$ cat src/rtl/pipeline_input_window_fsm_if.sv
// Handshake bundle for the pipeline input-window sequencer: requests in, enable/status out.
interface pipeline_input_window_fsm_if #(
  parameter int unsigned CNT_W = 4
);
  logic             init_OPERATION;
  logic             stall;
  logic             abort;
  logic             enable_Pipeline_input;
  logic             busy;
  logic             window_done;
  logic [CNT_W-1:0] phase_cnt;

  modport master (
    output init_OPERATION,
    output stall,
    output abort,
    input  enable_Pipeline_input,
    input  busy,
    input  window_done,
    input  phase_cnt
  );

  modport slave (
    input  init_OPERATION,
    input  stall,
    input  abort,
    output enable_Pipeline_input,
    output busy,
    output window_done,
    output phase_cnt
  );
endinterface

$ cat src/rtl/pipeline_input_window_fsm.sv
// Input-enable sequencer: opens an EN_CYCLES window on an accepted request, then holds the
// pipeline input closed for HOLD_CYCLES cycles; supports stall freeze and synchronous abort.
module pipeline_input_window_fsm #(
  parameter int unsigned EN_CYCLES   = 3,
  parameter int unsigned HOLD_CYCLES = 4,
  parameter int unsigned CNT_W       = 4,
  parameter int unsigned GATE_INIT   = 1
) (
  input logic                         clk,
  input logic                         rst,
  pipeline_input_window_fsm_if.slave  bus
);

  typedef enum logic [1:0] {
    StIdle   = 2'd0,
    StEnable = 2'd1,
    StHold   = 2'd2
  } state_e;

  localparam bit HasEnable = (EN_CYCLES > 1);
  localparam bit HasHold   = (HOLD_CYCLES > 0);
  localparam logic [CNT_W-1:0] EnLast   = HasEnable ? CNT_W'(EN_CYCLES - 2) : '0;
  localparam logic [CNT_W-1:0] HoldLast = HasHold ? CNT_W'(HOLD_CYCLES - 1) : '0;

  state_e           r_state;
  state_e           w_state_d;
  logic [CNT_W-1:0] r_cnt;
  logic [CNT_W-1:0] w_cnt_d;
  logic             w_window;
  logic             w_done;
  logic             w_init_gate;

  always_ff @(posedge clk or negedge rst) begin
    if (!rst) begin
      r_state <= StIdle;
      r_cnt   <= '0;
    end else begin
      r_state <= w_state_d;
      r_cnt   <= w_cnt_d;
    end
  end

  always_comb begin
    w_state_d = r_state;
    w_cnt_d   = r_cnt;
    w_window  = 1'b0;
    w_done    = 1'b0;
    case (r_state)
      StIdle: begin
        w_window = bus.init_OPERATION & ~bus.stall;
        if (bus.init_OPERATION && !bus.stall) begin
          w_cnt_d = '0;
          if (HasEnable) begin
            w_state_d = StEnable;
          end else if (HasHold) begin
            w_state_d = StHold;
          end
        end
      end
      StEnable: begin
        w_window = ~bus.stall;
        if (!bus.stall) begin
          if (r_cnt == EnLast) begin
            w_cnt_d = '0;
            if (HasHold) begin
              w_state_d = StHold;
            end else begin
              // No hold phase: the last enable cycle completes the window.
              w_state_d = StIdle;
              w_done    = 1'b1;
            end
          end else begin
            w_cnt_d = r_cnt + CNT_W'(1);
          end
        end
      end
      StHold: begin
        if (!bus.stall) begin
          if (r_cnt == HoldLast) begin
            w_state_d = StIdle;
            w_cnt_d   = '0;
            w_done    = 1'b1;
          end else begin
            w_cnt_d = r_cnt + CNT_W'(1);
          end
        end
      end
      default: begin
        w_state_d = StIdle;
        w_cnt_d   = '0;
      end
    endcase
    if (bus.abort) begin
      w_state_d = StIdle;
      w_cnt_d   = '0;
      w_done    = 1'b0;
    end
  end

  assign w_init_gate = (GATE_INIT != 0) ? bus.init_OPERATION : 1'b1;

  // Mealy enable is forced low by reset so it cannot follow the request during reset.
  assign bus.enable_Pipeline_input = w_window & w_init_gate & rst;
  assign bus.busy                  = (r_state != StIdle);
  assign bus.window_done           = w_done;
  assign bus.phase_cnt             = r_cnt;

endmodule

$ cat src/flat_wrapper.sv
// flat-port wrapper written by rule: the top's interface ports become plain ports
module pipeline_input_window_fsm_flat 
#(
  parameter int unsigned EN_CYCLES   = 3,
  parameter int unsigned HOLD_CYCLES = 4,
  parameter int unsigned CNT_W       = 4,
  parameter int unsigned GATE_INIT   = 1
)
  (clk, rst, bus_init_OPERATION, bus_stall, bus_abort, bus_enable_Pipeline_input, bus_busy, bus_window_done, bus_phase_cnt);
  pipeline_input_window_fsm_if #(.CNT_W(CNT_W)) bus_i ();
  input logic clk;
  input logic rst;
  input wire logic [$bits(bus_i.init_OPERATION)-1:0] bus_init_OPERATION;
  input wire logic [$bits(bus_i.stall)-1:0] bus_stall;
  input wire logic [$bits(bus_i.abort)-1:0] bus_abort;
  output wire logic [$bits(bus_i.enable_Pipeline_input)-1:0] bus_enable_Pipeline_input;
  output wire logic [$bits(bus_i.busy)-1:0] bus_busy;
  output wire logic [$bits(bus_i.window_done)-1:0] bus_window_done;
  output wire logic [$bits(bus_i.phase_cnt)-1:0] bus_phase_cnt;
  assign bus_i.init_OPERATION = bus_init_OPERATION;
  assign bus_i.stall = bus_stall;
  assign bus_i.abort = bus_abort;
  assign bus_enable_Pipeline_input = bus_i.enable_Pipeline_input;
  assign bus_busy = bus_i.busy;
  assign bus_window_done = bus_i.window_done;
  assign bus_phase_cnt = bus_i.phase_cnt;
  pipeline_input_window_fsm #(.EN_CYCLES(EN_CYCLES), .HOLD_CYCLES(HOLD_CYCLES), .CNT_W(CNT_W), .GATE_INIT(GATE_INIT)) u_core (.clk(clk), .rst(rst), .bus(bus_i));
endmodule
$ cat config.mk
export PLATFORM = sky130hd
export DESIGN_NAME = pipeline_input_window_fsm_flat
export DESIGN_NICKNAME = d
export VERILOG_FILES = /design/src/rtl/pipeline_input_window_fsm_if.sv /design/src/rtl/pipeline_input_window_fsm.sv /design/src/flat_wrapper.sv
export SDC_FILE = /design/constraint.sdc
export NUM_CORES = 1
export LEC_CHECK = 0
export ABC_CLOCK_PERIOD_IN_PS = 3670
export BUFFER_PORTS_ARGS = -buffer_cell sky130_fd_sc_hd__buf_2
export CAP_MARGIN = 20
export CORE_AREA = 2 2 39 41
export DETAILED_ROUTE_END_ITERATION = 10
export DIE_AREA = 0 0 41 43
export PLACE_DENSITY_LB_ADDON = 0.15
export SYNTH_ARGS = -nofsm -noshare
export SYNTH_HDL_FRONTEND = slang
export SYNTH_SLANG_ARGS = --single-unit
$ cat constraint.sdc
create_clock -name clk -period 3.67 [get_ports clk]
set_clock_uncertainty 0.15 [all_clocks]
set_input_delay 0.367 -clock clk [delete_from_list [all_inputs] [get_ports clk]]
set_output_delay 0.367 -clock clk [all_outputs]
set_load 0.02 [all_outputs]
# After elaboration in Yosys (flattened, before gate mapping)
# Index checks and enable logic that the tools add are counted.
# word_totals
register_bits	6
inputBits	5
out_inout_bits	7
elab_cells	41
# classes
add_sub_neg	1
eq_ne	9
n_mux	19
bitwise_logic	4
reduce_logical	6
# op_table
operator	count
$mux 4	6
$mux 2	6
$pmux 4 s3	1
$ne 3x2->1 const B	3
$ne 3x3->1 const B	2
$pmux 2 s3	1
$reduce_and 5->1	1
$add 4x1->4 const B	1
$eq 4x1->1 const B	1
$eq 4x2->1 const B	1
$mux 1	4
$and 1x1->1	3
$reduce_and 3->1	1
$eq 2x1->1 const B	1
$eq 2x2->1 const B	1
$logic_not 2->1	1
$pmux 1 s2	1
$reduce_bool 2->1	1
$logic_and 1x1->1	1
$logic_not 1->1	1
$not 1->1	1

# Depth between registers and ports, before layout
# depth
ltp_word	5
mapped_depth	6
depth_no_buf	6

# Least setup slack after synthesis
# OpenSTA, ideal clock, no wires.
# synth_path
path_kind	reg-to-output
start	reg u_core.r_state[0]
end	out bus_window_done
arrival_ns	1.349
t_required_ns	3.153
path_slack_ns	1.804
stages_incl_launch_ff	5
n_path_buf	0
cell_sequence	dfrtp_1 -> inv_1 -> ha_1 -> or2b_1 -> nor3_1
# synth_via
elab_chain_len	3
# synth_rtl
element	line_no	source
start, declared	pipeline_input_window_fsm.sv:25	state_e r_state;
start signal, assigned	pipeline_input_window_fsm.sv:35	r_state <= StIdle;
start signal, assigned	pipeline_input_window_fsm.sv:38	r_state <= w_state_d;
$eq 2x2->1	pipeline_input_window_fsm.sv:48	case (r_state)
$mux 1	-	
$mux 1	pipeline_input_window_fsm.sv:93	if (bus.abort) begin
end, declared	flat_wrapper.sv:18	output wire logic [$bits(bus_i.window_done)-1:0] bus_window_done;
# Every way passes these cells.

# Worst setup path after layout
# Ends and elaborated chain as after synthesis.

==> impl_summary.md <==
Outcome
The run finished with clean final reports.

Setup path
The path type of the worst setup path is reg -> out. The worst register-to-register path ends at u_core.bus.phase_cnt[2]. Data arrives at the worst endpoint at 1.51 ns. The required time of the critical path is 3.15 ns.

The worst setup path is captured at an output port. In this run the critical register-to-register path is launched from u_core.bus.phase_cnt[0]. The kind of start point of the critical path is a flip-flop. Of all nets on the critical path, the largest fanout is 4. The minimum setup slack among reg-to-reg paths is between 1.5 and 2 ns. Counting cells, the worst reg-to-reg path comes to 5.

Logic synthesis
The number of nets handed over by synthesis was 63. Yosys mapped a number of flops with a built-in enable equal to 0. Synthesis produced a netlist whose cell count is between 50 and 60. The sequential share of the synthesized area is between 20 and 30%. The fraction of post-synthesis cell area in the top cell type by area is ~30%.

In this run, distinct cell masters in the synthesized netlist total 23. By area the synthesized netlist is led by dfrtp_1 30%, ha_1 15%, nand2b_1 6.2%, o32ai_4 5.4%, o211ai_2 4.9%. For this run, the leading register cell type out of synthesis is dfrtp_1. During synthesis, Yosys emitted a total of 0 warnings.

The cell taking the most area after synthesis is dfrtp_1. The netlist area before placement is 508 um^2. Synthesis inferred 6 register bits.

The average instance in the mapped netlist occupies between 9 and 10 um^2. After synthesis, the share of flip-flops with an asynchronous set or reset is 100%.

GRT
The via count of the first global-routing pass is 400. The first global-routing pass estimated 1.65 mm of wire. Entering global routing, the biggest net connects 8 pins. The initial antenna violation count is 0. For this run the aggregate overflow at the end of global routing stands at 0.

Global routing consumed, over all layers together, ~14% of the routing resources.

Cells and area
The synthesis-to-finish area growth is 21.2%. After routing the design area is 616 um^2. Of the cells placed in the final design, the portion with a size suffix greater than 1 is 31.3%. The filler cells instantiated in the layout total 135.

The net count reported at finish is 80. The top cell types in the final layout, fill and taps aside, are 11 x buf_2, 6 x inv_1, 6 x ha_1, 6 x dfrtp_1, 5 x nand2b_1. After the flow finishes, the layout carries non-filler instances totaling 83. Leaving out fill and tap cells, the most frequent cell in the layout is buf_2. Measured on the finished design, the core utilization comes to 44.5%. The number of antenna diodes in the final layout is 0.

Place
The count of buffers added on input and output ports is 11. Once placement completed, the tool counted placed cells totaling 79. The half-perimeter wire length after placement is about 770 um. The total placed instance area is 583 um^2. The final RePlAce weighted congestion is 0.752.

Hold path
The kind of path behind the tightest hold check is in -> async.

Timing
The post-route clock period utilization is 55.1%. The number of hold-slack violations in the final timing report is 0. The number of pins exceeding their max-slew limit in the final report is 0. Setup violations remaining at the end of the flow were counted as 0.

Setup repair after global routing left no endpoint under its margin. The headroom to the max-slew limit is 72.6%. The maximum clock frequency is ~500 MHz. The total negative slack is 0 ns. After layout, the minimum clock period comes to 2.02 ns. The slew of the pin with the lowest slew margin is 0.411 ns.

Route
The routed wire length is just under 1 mm. The residual DRC count is 0. The routed layout has 395 vias. The count of nets left with antenna violations once routing finished came out at 0. The number of search-and-repair iterations in the first detailed-routing pass is 1. The post-detailed-route via-to-cell ratio is 4.76.

The count of routing violations after the opening detailed-route iteration is 0. The post-detailed-route wirelength per cell is 11.7 um.

Clocking
Counting along the longest clock path gives a buffer depth of 2. The level count of the clock H-tree is 1. Counting the buffers created by CTS gives 3. TritonCTS built the clock tree. The register clock-pin slew on the reported worst setup and hold paths is 0.04 ns. The root buffer cell is clkbuf_4. Post-CTS timing repair inserted 0 buffers for setup. Counting every sink on the clock net gives 6. The clock latency reported for the late side of the worst-skew pair is 0.24 ns.

Floorplanning
The die height is 43 um. The area inside the core boundary is 1380 um^2. The floorplan die area is 1760 um^2. In this run the horizontal extent of the chip is slightly above 40 um. Row generation in the floorplan step produced 14 rows. The number of I/O pins is 12.

The starting density of the core is a little under two fifths.

Power
The power consumption is around 0.33 mW. The analysis attributes to cell leakage a power of 0.305 nW. Dividing total power by cell area gives a power density of 536 nW/um^2. The worst voltage drop across the vdd grid is roughly 0.26 mV.

Job
Max-cap violations in this run came to 0.
[report_power, final]
group	switching [mW]	internal (mW)
Sequential	0.0114	0.0793
Clock	0.0208	0.0368
Combinational	0.107	0.0743
[logic make-up after synthesis]
logic type                 count (synthesis)  share of synthesized area (%)
AOI/OAI and AO/OA                         10                           21.2
adders and majority gates                  6                           14.8
buffers and inverters                      6                           4.43
DFF                                        6                           29.6
muxes                                      2                           3.94
and+or+nand+nor                           22                           26.1
[per-stage QoR]
stage	worst slack, ns	hold WS, ns
2_1_floorplan	1.80	-0.0786
3_3_place_gp	1.80	0.0624
3_5_place_dp	1.80	0.0639
4_1_cts	1.64	0.343
5_1_grt	1.53	0.352
6_report	1.65	0.343
[state kept, by name, indices dropped and copies added, names as in the netlist]
name and flops:
u_core.r_state 2, u_core.bus.phase_cnt 4
[timing repair]
action                                 4_1_cts  5_1_grt
hold buffers                                 1        0
resized for setup                            0        0
endpoints found under the hold margin        6        0
[area by class of cell]
class	count	area [um^2]	share of cell area (%)
multi-input combinational	40	335	54.5
sequential	6	150	24.4
timing repair buffer	12	65.1	10.6
clock buffer	3	22.5	3.66
inverter	6	22.5	3.66
tap	16	20.0	3.25
[critical path, stage by stage (launching register included)]
cell and delay [ns]:
dfrtp_1 0.39, inv_1 0.11, ha_1 0.21, or2b_1 0.26, nor3_1 0.12, buf_2 0.18
[Yosys cell counts, types with 2 or more instances]
master / n
dfrtp_1: 6
ha_1: 6
inv_1: 6
nand2b_1: 5
nand2_1: 4
nor2_1: 3
a21oi_1: 2
mux2i_1: 2
nand3_1: 2
o211ai_2: 2
or2b_1: 2
[per-layer routing]
| layer | share of wire [%] | global-route usage, % |
|---|---|---|
| met1 | 49 | 19.5 |
| met2 | 46 | 19.1 |
| met3 | 3.6 | 1.57 |
| met4 | 0.92 | 10.0 |
| met5 | 0 | 0 |
[worst max-delay path by stage]
| stage | start | end | slack (ns) |
|---|---|---|---|
| floorplan | u_core.r_state[0] | bus_window_done | 1.80 |
| global placement | u_core.r_state[0] | u_core.bus.phase_cnt[0] | 1.80 |
| detailed placement | u_core.bus.phase_cnt[0] | u_core.bus.phase_cnt[2] | 1.80 |
| CTS | u_core.r_state[0] | bus_window_done | 1.64 |
| global route | u_core.r_state[0] | bus_window_done | 1.53 |
| finish | u_core.r_state[0] | bus_window_done | 1.65 |
Note: power is estimated with default switching activity, not from simulation.
